### config.mk
export PLATFORM = sky130hd
export DESIGN_NAME = regfile_preload_seq
export DESIGN_NICKNAME = d
export VERILOG_FILES = /design/src/rtl/regfile_preload_seq.sv
export SDC_FILE = /design/constraint.sdc
export NUM_CORES = 1
export LEC_CHECK = 0
export ABC_CLOCK_PERIOD_IN_PS = 2400
export CORE_MARGIN = 4
export CORE_UTILIZATION = 33
export DETAILED_ROUTE_END_ITERATION = 8
export GPL_TIMING_DRIVEN = 1
export HOLD_SLACK_MARGIN = 0.15
export PLACE_DENSITY = 0.59
export SYNTH_ARGS = -nofsm -noshare
export SYNTH_HDL_FRONTEND = slang
export SYNTH_SLANG_ARGS = --single-unit
### constraint.sdc
create_clock -name clk -period 2.4 [get_ports clk]
set_input_delay 0.72 -clock clk [delete_from_list [all_inputs] [get_ports clk]]
set_output_delay 0.72 -clock clk [all_outputs]
set_load 0.005 [all_outputs]
### src/rtl/regfile_preload_seq.sv
// regfile_preload_seq
//
// Purpose:
//   Register-file preload sequencer. It buffers up to DEPTH (address, data)
//   entries from the host. On a `go` pulse it replays the entries into the
//   register-file write port, one per cycle, and holds the core stalled while
//   it does so. Entries whose address is >= NUM_REGS are skipped and set the
//   sticky addr_err flag.
//
// Optional feature (macro PRELOAD_VERIFY_EN):
//   When this macro is defined, a VERIFY pass follows the writes. It reads
//   every entry back through rf_raddr/rf_rdata and counts mismatches in
//   mismatch_cnt. When the macro is undefined, WRITE goes straight to DONE,
//   rf_raddr and mismatch_cnt are tied to 0, and rf_rdata is ignored.
//
// Ports:
//   clk, reset_n          clock (rising edge), async active-low reset
//   in_valid/in_ready     host entry handshake; in_addr/in_data carry the entry
//   go                    start replay (sampled only in IDLE)
//   busy, core_hold       high during WRITE/VERIFY (core stall request)
//   done                  one-cycle completion pulse
//   rf_we/rf_waddr/rf_wdata   register-file write port (registered)
//   rf_raddr/rf_rdata     register-file readback port (verify only)
//   count                 entries currently buffered
//   addr_err              sticky: an out-of-range entry was skipped
//   mismatch_cnt          verify mismatches from the last replay
module regfile_preload_seq #(
    parameter int DATA_W   = 8,
    parameter int NUM_REGS = 4,
    parameter int ADDR_W   = 2,
    parameter int DEPTH    = 8,
    parameter int CNT_W    = 4
) (
    input  logic              clk,
    input  logic              reset_n,
    input  logic              in_valid,
    output logic              in_ready,
    input  logic [ADDR_W-1:0] in_addr,
    input  logic [DATA_W-1:0] in_data,
    input  logic              go,
    output logic              busy,
    output logic              core_hold,
    output logic              done,
    output logic              rf_we,
    output logic [ADDR_W-1:0] rf_waddr,
    output logic [DATA_W-1:0] rf_wdata,
    output logic [ADDR_W-1:0] rf_raddr,
    input  logic [DATA_W-1:0] rf_rdata,
    output logic [CNT_W-1:0]  count,
    output logic              addr_err,
    output logic [CNT_W-1:0]  mismatch_cnt
);

    localparam int               IDX_W   = (DEPTH > 1) ? $clog2(DEPTH) : 1;
    localparam logic [CNT_W-1:0] DEPTH_C = CNT_W'(DEPTH);
    localparam logic [CNT_W-1:0] CNT_ONE = CNT_W'(1);

    typedef enum logic [1:0] {
        S_IDLE,
        S_WRITE,
        S_VERIFY,
        S_DONE
    } state_t;

    state_t state;

    logic [ADDR_W-1:0] buf_addr [DEPTH];
    logic [DATA_W-1:0] buf_data [DEPTH];

    logic [CNT_W-1:0]  idx;
    logic [CNT_W-1:0]  idx_next;
    logic              accept;
    logic [CNT_W-1:0]  count_next;
    logic [ADDR_W-1:0] first_addr;
    logic [DATA_W-1:0] first_data;
    logic [ADDR_W-1:0] cur_addr;
    logic [DATA_W-1:0] cur_data;

    // The comparison is widened to 32 bits so that it stays meaningful even
    // when ADDR_W cannot express any out-of-range address.
    function automatic logic addr_ok(input logic [ADDR_W-1:0] a);
        return (32'(a) < NUM_REGS);
    endfunction

    // Entries are accepted only in IDLE, while there is room, and never
    // while reset is held.
    assign in_ready   = reset_n && (state == S_IDLE) && (count < DEPTH_C);
    assign accept     = in_valid && in_ready;
    assign count_next = accept ? (count + CNT_ONE) : count;
    assign idx_next   = idx + CNT_ONE;

    // An entry that arrives in the same cycle as go, into an empty buffer,
    // becomes entry 0 before it reaches the buffer. It is therefore taken
    // straight from the input.
    assign first_addr = (count == '0) ? in_addr : buf_addr[0];
    assign first_data = (count == '0) ? in_data : buf_data[0];
    assign cur_addr   = buf_addr[idx[IDX_W-1:0]];
    assign cur_data   = buf_data[idx[IDX_W-1:0]];

    // Entry storage. It has no reset because its contents are meaningless
    // until count says otherwise.
    always_ff @(posedge clk) begin
        if (accept) begin
            buf_addr[count[IDX_W-1:0]] <= in_addr;
            buf_data[count[IDX_W-1:0]] <= in_data;
        end
    end

`ifdef PRELOAD_VERIFY_EN
    logic [ADDR_W-1:0] next_addr;
    assign next_addr = buf_addr[idx_next[IDX_W-1:0]];
`else
    logic unused_rdata;
    assign unused_rdata = ^rf_rdata;
    assign rf_raddr     = '0;
    assign mismatch_cnt = '0;
`endif

    // Sequencer FSM. All port-facing controls are registered. Each state
    // loads the value that the write/read ports need in the following cycle.
    always_ff @(posedge clk or negedge reset_n) begin
        if (!reset_n) begin
            state     <= S_IDLE;
            count     <= '0;
            idx       <= '0;
            rf_we     <= 1'b0;
            rf_waddr  <= '0;
            rf_wdata  <= '0;
            busy      <= 1'b0;
            core_hold <= 1'b0;
            done      <= 1'b0;
            addr_err  <= 1'b0;
`ifdef PRELOAD_VERIFY_EN
            rf_raddr     <= '0;
            mismatch_cnt <= '0;
`endif
        end else begin
            done  <= 1'b0;
            rf_we <= 1'b0;
            case (state)
                S_IDLE: begin
                    count <= count_next;
                    if (go) begin
                        if (count_next == '0) begin
                            state <= S_DONE;
                            done  <= 1'b1;
                        end else begin
                            state     <= S_WRITE;
                            busy      <= 1'b1;
                            core_hold <= 1'b1;
                            rf_we     <= addr_ok(first_addr);
                            rf_waddr  <= first_addr;
                            rf_wdata  <= first_data;
                            addr_err  <= !addr_ok(first_addr);
                            idx       <= CNT_ONE;
`ifdef PRELOAD_VERIFY_EN
                            mismatch_cnt <= '0;
`endif
                        end
                    end
                end
                // idx points at the next entry to present. Once it reaches
                // count, the last write has just landed.
                S_WRITE: begin
                    if (idx == count) begin
                        rf_waddr <= '0;
                        rf_wdata <= '0;
`ifdef PRELOAD_VERIFY_EN
                        state    <= S_VERIFY;
                        idx      <= '0;
                        rf_raddr <= buf_addr[0];
`else
                        state     <= S_DONE;
                        busy      <= 1'b0;
                        core_hold <= 1'b0;
                        done      <= 1'b1;
`endif
                    end else begin
                        rf_we    <= addr_ok(cur_addr);
                        rf_waddr <= cur_addr;
                        rf_wdata <= cur_data;
                        if (!addr_ok(cur_addr)) begin
                            addr_err <= 1'b1;
                        end
                        idx <= idx_next;
                    end
                end
`ifdef PRELOAD_VERIFY_EN
                // idx points at the entry being read in this cycle. Its read
                // data is compared at the end of the cycle.
                S_VERIFY: begin
                    if (addr_ok(cur_addr) && (rf_rdata != cur_data)) begin
                        mismatch_cnt <= mismatch_cnt + CNT_ONE;
                    end
                    if (idx_next == count) begin
                        state     <= S_DONE;
                        busy      <= 1'b0;
                        core_hold <= 1'b0;
                        done      <= 1'b1;
                        rf_raddr  <= '0;
                        idx       <= '0;
                    end else begin
                        idx      <= idx_next;
                        rf_raddr <= next_addr;
                    end
                end
`endif
                S_DONE: begin
                    count <= '0;
                    idx   <= '0;
                    state <= S_IDLE;
                end
                default: begin
                    state <= S_IDLE;
                end
            endcase
        end
    end

endmodule

==> summary.txt, run 1 <==
Status: finished clean
CP max FO: 10
GRT met2 Usage: 0.216
Row count: 42
Post-route ant nets: 0
Design area: 5760 um^2
Initial antenna violation count: 0
Area occupied by multi-input gates: 1520 um^2
RSZ-0062 raised after global routing: true
Worst Reg-to-Reg Cells: 8
Asr flop ratio synth: 0.223
DR pass1 iterations: 4
Most used DFF post-synth: edfxtp_1
Worst-path clk slew: 0.07 ns
Mapped Area: 4550 um^2
Hold Vio Cnt, Final: 0
Hold Crit Class: in2async
WL/cell: 18.2 um
GRT busiest layer: met2
GRT overflow: 0
Seq/Total Area, Yosys: 0.654
Iter 0 DRT Violations: 165
Power Density: 1170 nW/um^2
Post-DP HPWL: 6440 um
Total power: 6.77 mW
Met3 global-route usage: 0.0350
Antenna Cells: 0
Worst Clk Skew: 0.0107 ns
Synth Register Bits: 103
Worst slew margin: 0.655
Worst path arrival time: 2.60 ns
Tmin final: 2.38 ns
Reg-to-reg startpoint: count[0]
Yosys top cell area share: 0.528
Worst reg-to-reg setup slack: 0.02 ns
LEAKAGE: 2.15 nW
DRC: 0
Area Growth Syn to Fin: 26.6%
# placed instances: 513
Critical path class: reg2reg
H-Tree Depth: 3
Die Y-Extent: 125 um
CTS tree: done
Die Wd: 125 um
Peak supply drop: 0.531 mV
Vias: 2,631
Critical R2R Capture: rf_wdata[7]
Vias in the first global route: 2,726
Largest cells by area after synthesis: edfxtp_1 53%, dfrtp_1 13%, mux4_2 9.9%
Clock tree buffer depth: 2
Synth area leader: edfxtp_1
Nets: 379
Mapped Avg Cell Area: 16.3 um^2
Global-route wire length before repair: 15,000 um
Top-Level Pins: 48
Worst skew pair latency: 0.34 ns
Synth cell types: 42
Crit end category: register
Fmax: 0.420 GHz
Vias/cell: 4.95
Yosys warns: 0
DRT Wirelength: 9690 um
Critical Path RT: 2.62 ns
CTS root buffer: clkbuf_16
Final setup fails: 0
Met1 usage: 0.156
Seq. cell area: 2980 um^2
Synthesized instance count: 279
Final Util: 0.430
Pins Over Slew Limit: 0
Placer Congestion: 0.787
Largest net degree at the start of global routing: 26
Most instantiated library cell after synthesis: edfxtp_1
Tcrit/Tclk final: 0.992
CTS sink cnt: 103
Fill cells: 1,209
All-Layer GR Usage: 0.126
Initial Util: 0.340
Non-filler cells, final: 531
# Max-Cap Violations: 0
Number of synthesized flops with an enable pin: 80
Critical Path Source Type: register
Port Buffers: 32
Layout cell share with drive strength beyond 1: 0.301
Worst-Margin Slew: 0.516 ns
Core area: 13,400 um^2
Post-synth top cells: 80 x edfxtp_1, 23 x dfrtp_1, 20 x mux4_2
TritonCTS buffer count: 9
Die ar.: 15,700 um^2
Post-DP Area: 5380 um^2
sequential cells by signal, indices dropped and copies added, names as in the netlist:
name / count
buf_addr: 16
buf_data: 64
core_hold: 1
count: 4
done: 1
idx: 4
rf_waddr: 2
rf_wdata: 8
rf_we: 1
state: 2
per-stage QoR:
stage,worst slack [ns],hold slack (ns),TNS (ns)
after floorplan,-0.0347,0.424,-0.238
after global placement,-0.508,0.494,-39.01
after detailed placement,-0.506,0.503,-39.41
after CTS,0.00996,0.504,0
after global routing,-0.0763,0.527,-0.582
final,0.0190,0.517,0
area by class of cell:
| class | count | share of cell area |
|---|---|---|
| clock buffers | 10 | 0.0415 |
| repair buffers | 77 | 0.120 |
| flip-flops and latches | 103 | 0.517 |
| multi-input cells | 150 | 0.263 |
| well taps | 176 | 0.0382 |
| inverters | 9 | 0.00586 |
| clock inverters | 6 | 0.0143 |
timing repair:
action | CTS | global route
gates resized for setup | 9 | 5
hold buffers | 0 | 0
buffers inserted | 1 | 1
pin swaps | 1 | 1
setup endpoints to repair | 85 | 12
worst max-delay path by stage:
stage	from	slack [ns]	endpoint	cells past startpoint
floorplan	count[1]	-0.03	idx[0]	8
global placement	reset_n	-0.51	in_ready	4
detailed placement	reset_n	-0.51	idx[0]	6
CTS	count[0]	0.01	rf_wdata[4]	8
global route	count[0]	-0.08	rf_wdata[7]	8
finish	count[0]	0.02	rf_wdata[7]	8
cell families (layout without fill, tap and decap cells):
group / Yosys count / in the layout / share of synthesized area
other: 1 / 7 / 0.000824
XOR/XNOR: 4 / 4 / 0.00769
flip-flops: 103 / 103 / 0.654
buffers and inverters: 32 / 102 / 0.0357
multiplexers: 51 / 51 / 0.172
AO/OA/AOI/OAI: 36 / 36 / 0.0558
AND/OR/NAND/NOR: 45 / 45 / 0.0547
adder cells (fa/ha/maj): 7 / 7 / 0.0192
worst max-delay path: stages, from the launching register on:
cell	delay, ns
dfrtp_1	0.42
inv_2	0.10
ha_4	0.21
or4b_4	0.51
o2111ai_2	0.18
o211ai_1	0.17
a21oi_4	0.17
buf_12	0.17
mux2_2	0.33
layout by cell type (no fill, tap or decap), types with 3 or more instances in the layout:
cell	instances
mux2i_1	19
nand3_1	5
inv_1	6
mux2_2	5
inv_2	3
nor3_1	3
o22ai_1	10
dfrtp_1	23
mux2_4	7
conb_1	7
nand2_1	6
o32ai_1	3
mux4_2	20
o21ai_0	6
edfxtp_1	80
xnor2_1	4
clkbuf_16	9
ha_1	5
buf_4	42
buf_12	3
a21oi_1	5
clkdlybuf4s50_1	29
nor2_1	18
report_power, final:
part	total (mW)	switching [mW]	internal (mW)
logic	2.92	1.35	1.57
registers	2.29	0.135	2.15
clock network	1.56	0.624	0.939
total	6.77	2.11	4.66
metal layers:
metal / up-vias / part of all wire
li1: 1213 / -
met1: 1353 / 0.44
met2: 53 / 0.51
met3: 12 / 0.036
met4: 0 / 0.017
met5: - / 0
Power figures use the tool's default switching activity.
==> run 2: changes to the inputs <==
Settings changed: CORE_MARGIN 4 to unset, CORE_UTILIZATION 33 to 51, PLACE_DENSITY 0.59 to 0.82.
==> run 2 against run 1 <==
Sequential share of layout area rose by 2.7 points. Global-route usage up 9.1 points. Hold slack got worse by 0.016 ns. Critical path depth is the same. Critical endpoint is now rf_wdata[3]. Core utilization up 20 points. Highest routed layer unchanged.
==> summary.txt, run 2 (synthesis gave the netlist of run 1 again) <==
Most frequent cells in the layout: 80 x edfxtp_1, 39 x buf_4, 29 x clkdlybuf4s50_1
Iter 0 DRT Violations: 179
Area Growth Syn to Fin: 20.4%
Row count: 34
CTS root buffer: clkbuf_8
RSZ-0062 raised after global routing: true
Peak supply drop: 0.615 mV
Crit end category: register
Worst Clk Skew: 0.0138 ns
Die Wd: 96.5 um
Worst-Margin Slew: 0.646 ns
GRT met2 Usage: 0.367
Post-DP HPWL: 5900 um
Layout cell share with drive strength beyond 1: 0.282
Nets: 375
Commonest non-fill, non-tap cell in the layout: edfxtp_1
Design area: 5480 um^2
LEAKAGE: 2.04 nW
Post-DP Area: 5240 um^2
Worst skew pair latency: 0.36 ns
CP max FO: 10
Clock tree buffer depth: 2
DP Worst Slack: -0.501 ns
Tcrit/Tclk final: 0.984
Die ar.: 9310 um^2
Pins Over Slew Limit: 0
Final setup fails: 0
Worst Reg-to-Reg Cells: 8
Die Y-Extent: 96.5 um
Worst-path clk slew: 0.10 ns
Power Density: 1130 nW/um^2
Fmax: 0.423 GHz
WL/cell: 19.7 um
Critical path class: reg2reg
Met1 usage: 0.274
Critical Path Source Type: register
Global-route wire length before repair: 14,000 um
TritonCTS buffer count: 9
Total power: 6.19 mW
DRC: 0
Largest net degree at the start of global routing: 24
Critical Path RT: 2.64 ns
Vias/cell: 5.70
Tmin final: 2.36 ns
Worst path arrival time: 2.60 ns
Worst reg-to-reg setup slack: 0.04 ns
Post-route ant nets: 0
Top-Level Pins: 48
Antenna Cells: 0
Fill cells: 641
Hold Vio Cnt, Final: 0
Max reg flops: 64
GRT busiest layer: met2
Final Util: 0.631
Port Buffers: 32
Vias in the first global route: 2,654
DR pass1 iterations: 4
CTS sink cnt: 103
Hold_buf cts: 0
Worst Setup Slack, final: 0.0377 ns
H-Tree Depth: 3
Initial Util: 0.525
All-Layer GR Usage: 0.217
Worst slew margin: 0.569
Hold Crit Class: in2async
Reg-to-reg startpoint: count[0]
Core area: 8680 um^2
GRT overflow: 0
Placer Congestion: 0.788
Status: finished clean
Initial antenna violation count: 0
Critical R2R Capture: rf_wdata[3]
Critical Path Source: count[0]
# Max-Cap Violations: 0
DRT Wirelength: 9040 um
CTS tree: done
Vias: 2,616
Met3 global-route usage: 0.0618
## run 2: changes by cell type in the layout (fill, tap and decap cells not counted), sizes merged
| cell | before | now |
|---|---|---|
| inv | 10 | 9 |
| clkbuf | 10 | 12 |
| bufinv | 2 | 1 |
| buf | 45 | 41 |
## run 2: per-layer routing
layer	up-vias	routed length (um)
li1	1213	-
met1	1295	3580
met2	100	4650
met3	8	721
met4	0	93
met5	-	0
## run 2: timing repair
| item | 4_1_cts | 5_1_grt |
|---|---|---|
| pin swaps | 0 | 2 |
| gates resized for setup | 7 | 2 |
| setup buffers | 1 | 3 |
| setup endpoints to repair | 14 | 13 |
## run 2: final cells by class
class	count	area, um^2	area share
sequential	103	2980	0.543
multi-input combinational	150	1490	0.272
timing repair buffer	73	652	0.119
clock buffer	12	145	0.0265
tap	108	135	0.0247
clock inverter	4	47.5	0.00868
inverter	9	33.8	0.00616
## run 2: metrics by stage
| stage | std cells | hold slack (ns) | setup TNS [ns] |
|---|---|---|---|
| final | 459 | 0.501 | 0 |
| after global routing | 459 | 0.511 | -0.328 |
| after CTS | 456 | 0.497 | 0 |
| after detailed placement | 439 | 0.499 | -33.34 |
| after global placement | 439 | 0.488 | -29.37 |
| after floorplan | 285 | 0.424 | -0.238 |
## run 2: where the power goes
part / switching [mW] / leakage [nW] / internal, mW
combinational: 1.30 / 0.939 / 1.53
sequential: 0.146 / 1.01 / 2.15
clock: 0.544 / 0.0980 / 0.509
## run 2: worst max-delay path by stage
stage	cells after the start	slack, ns	to
finish	8	0.04	rf_wdata[3]
global route	8	-0.05	rf_wdata[4]
CTS	7	0.01	rf_wdata[6]
detailed placement	6	-0.50	idx[0]
global placement	4	-0.49	in_ready
floorplan	8	-0.03	idx[0]
## run 2: worst max-delay path: stages (launching register included)
cell       delay (ns)
dfrtp_1          0.41
inv_2            0.07
ha_4             0.25
or4b_4           0.50
o2111ai_2        0.18
o211ai_1         0.17
a21oi_4          0.17
buf_12           0.16
mux2_2           0.34
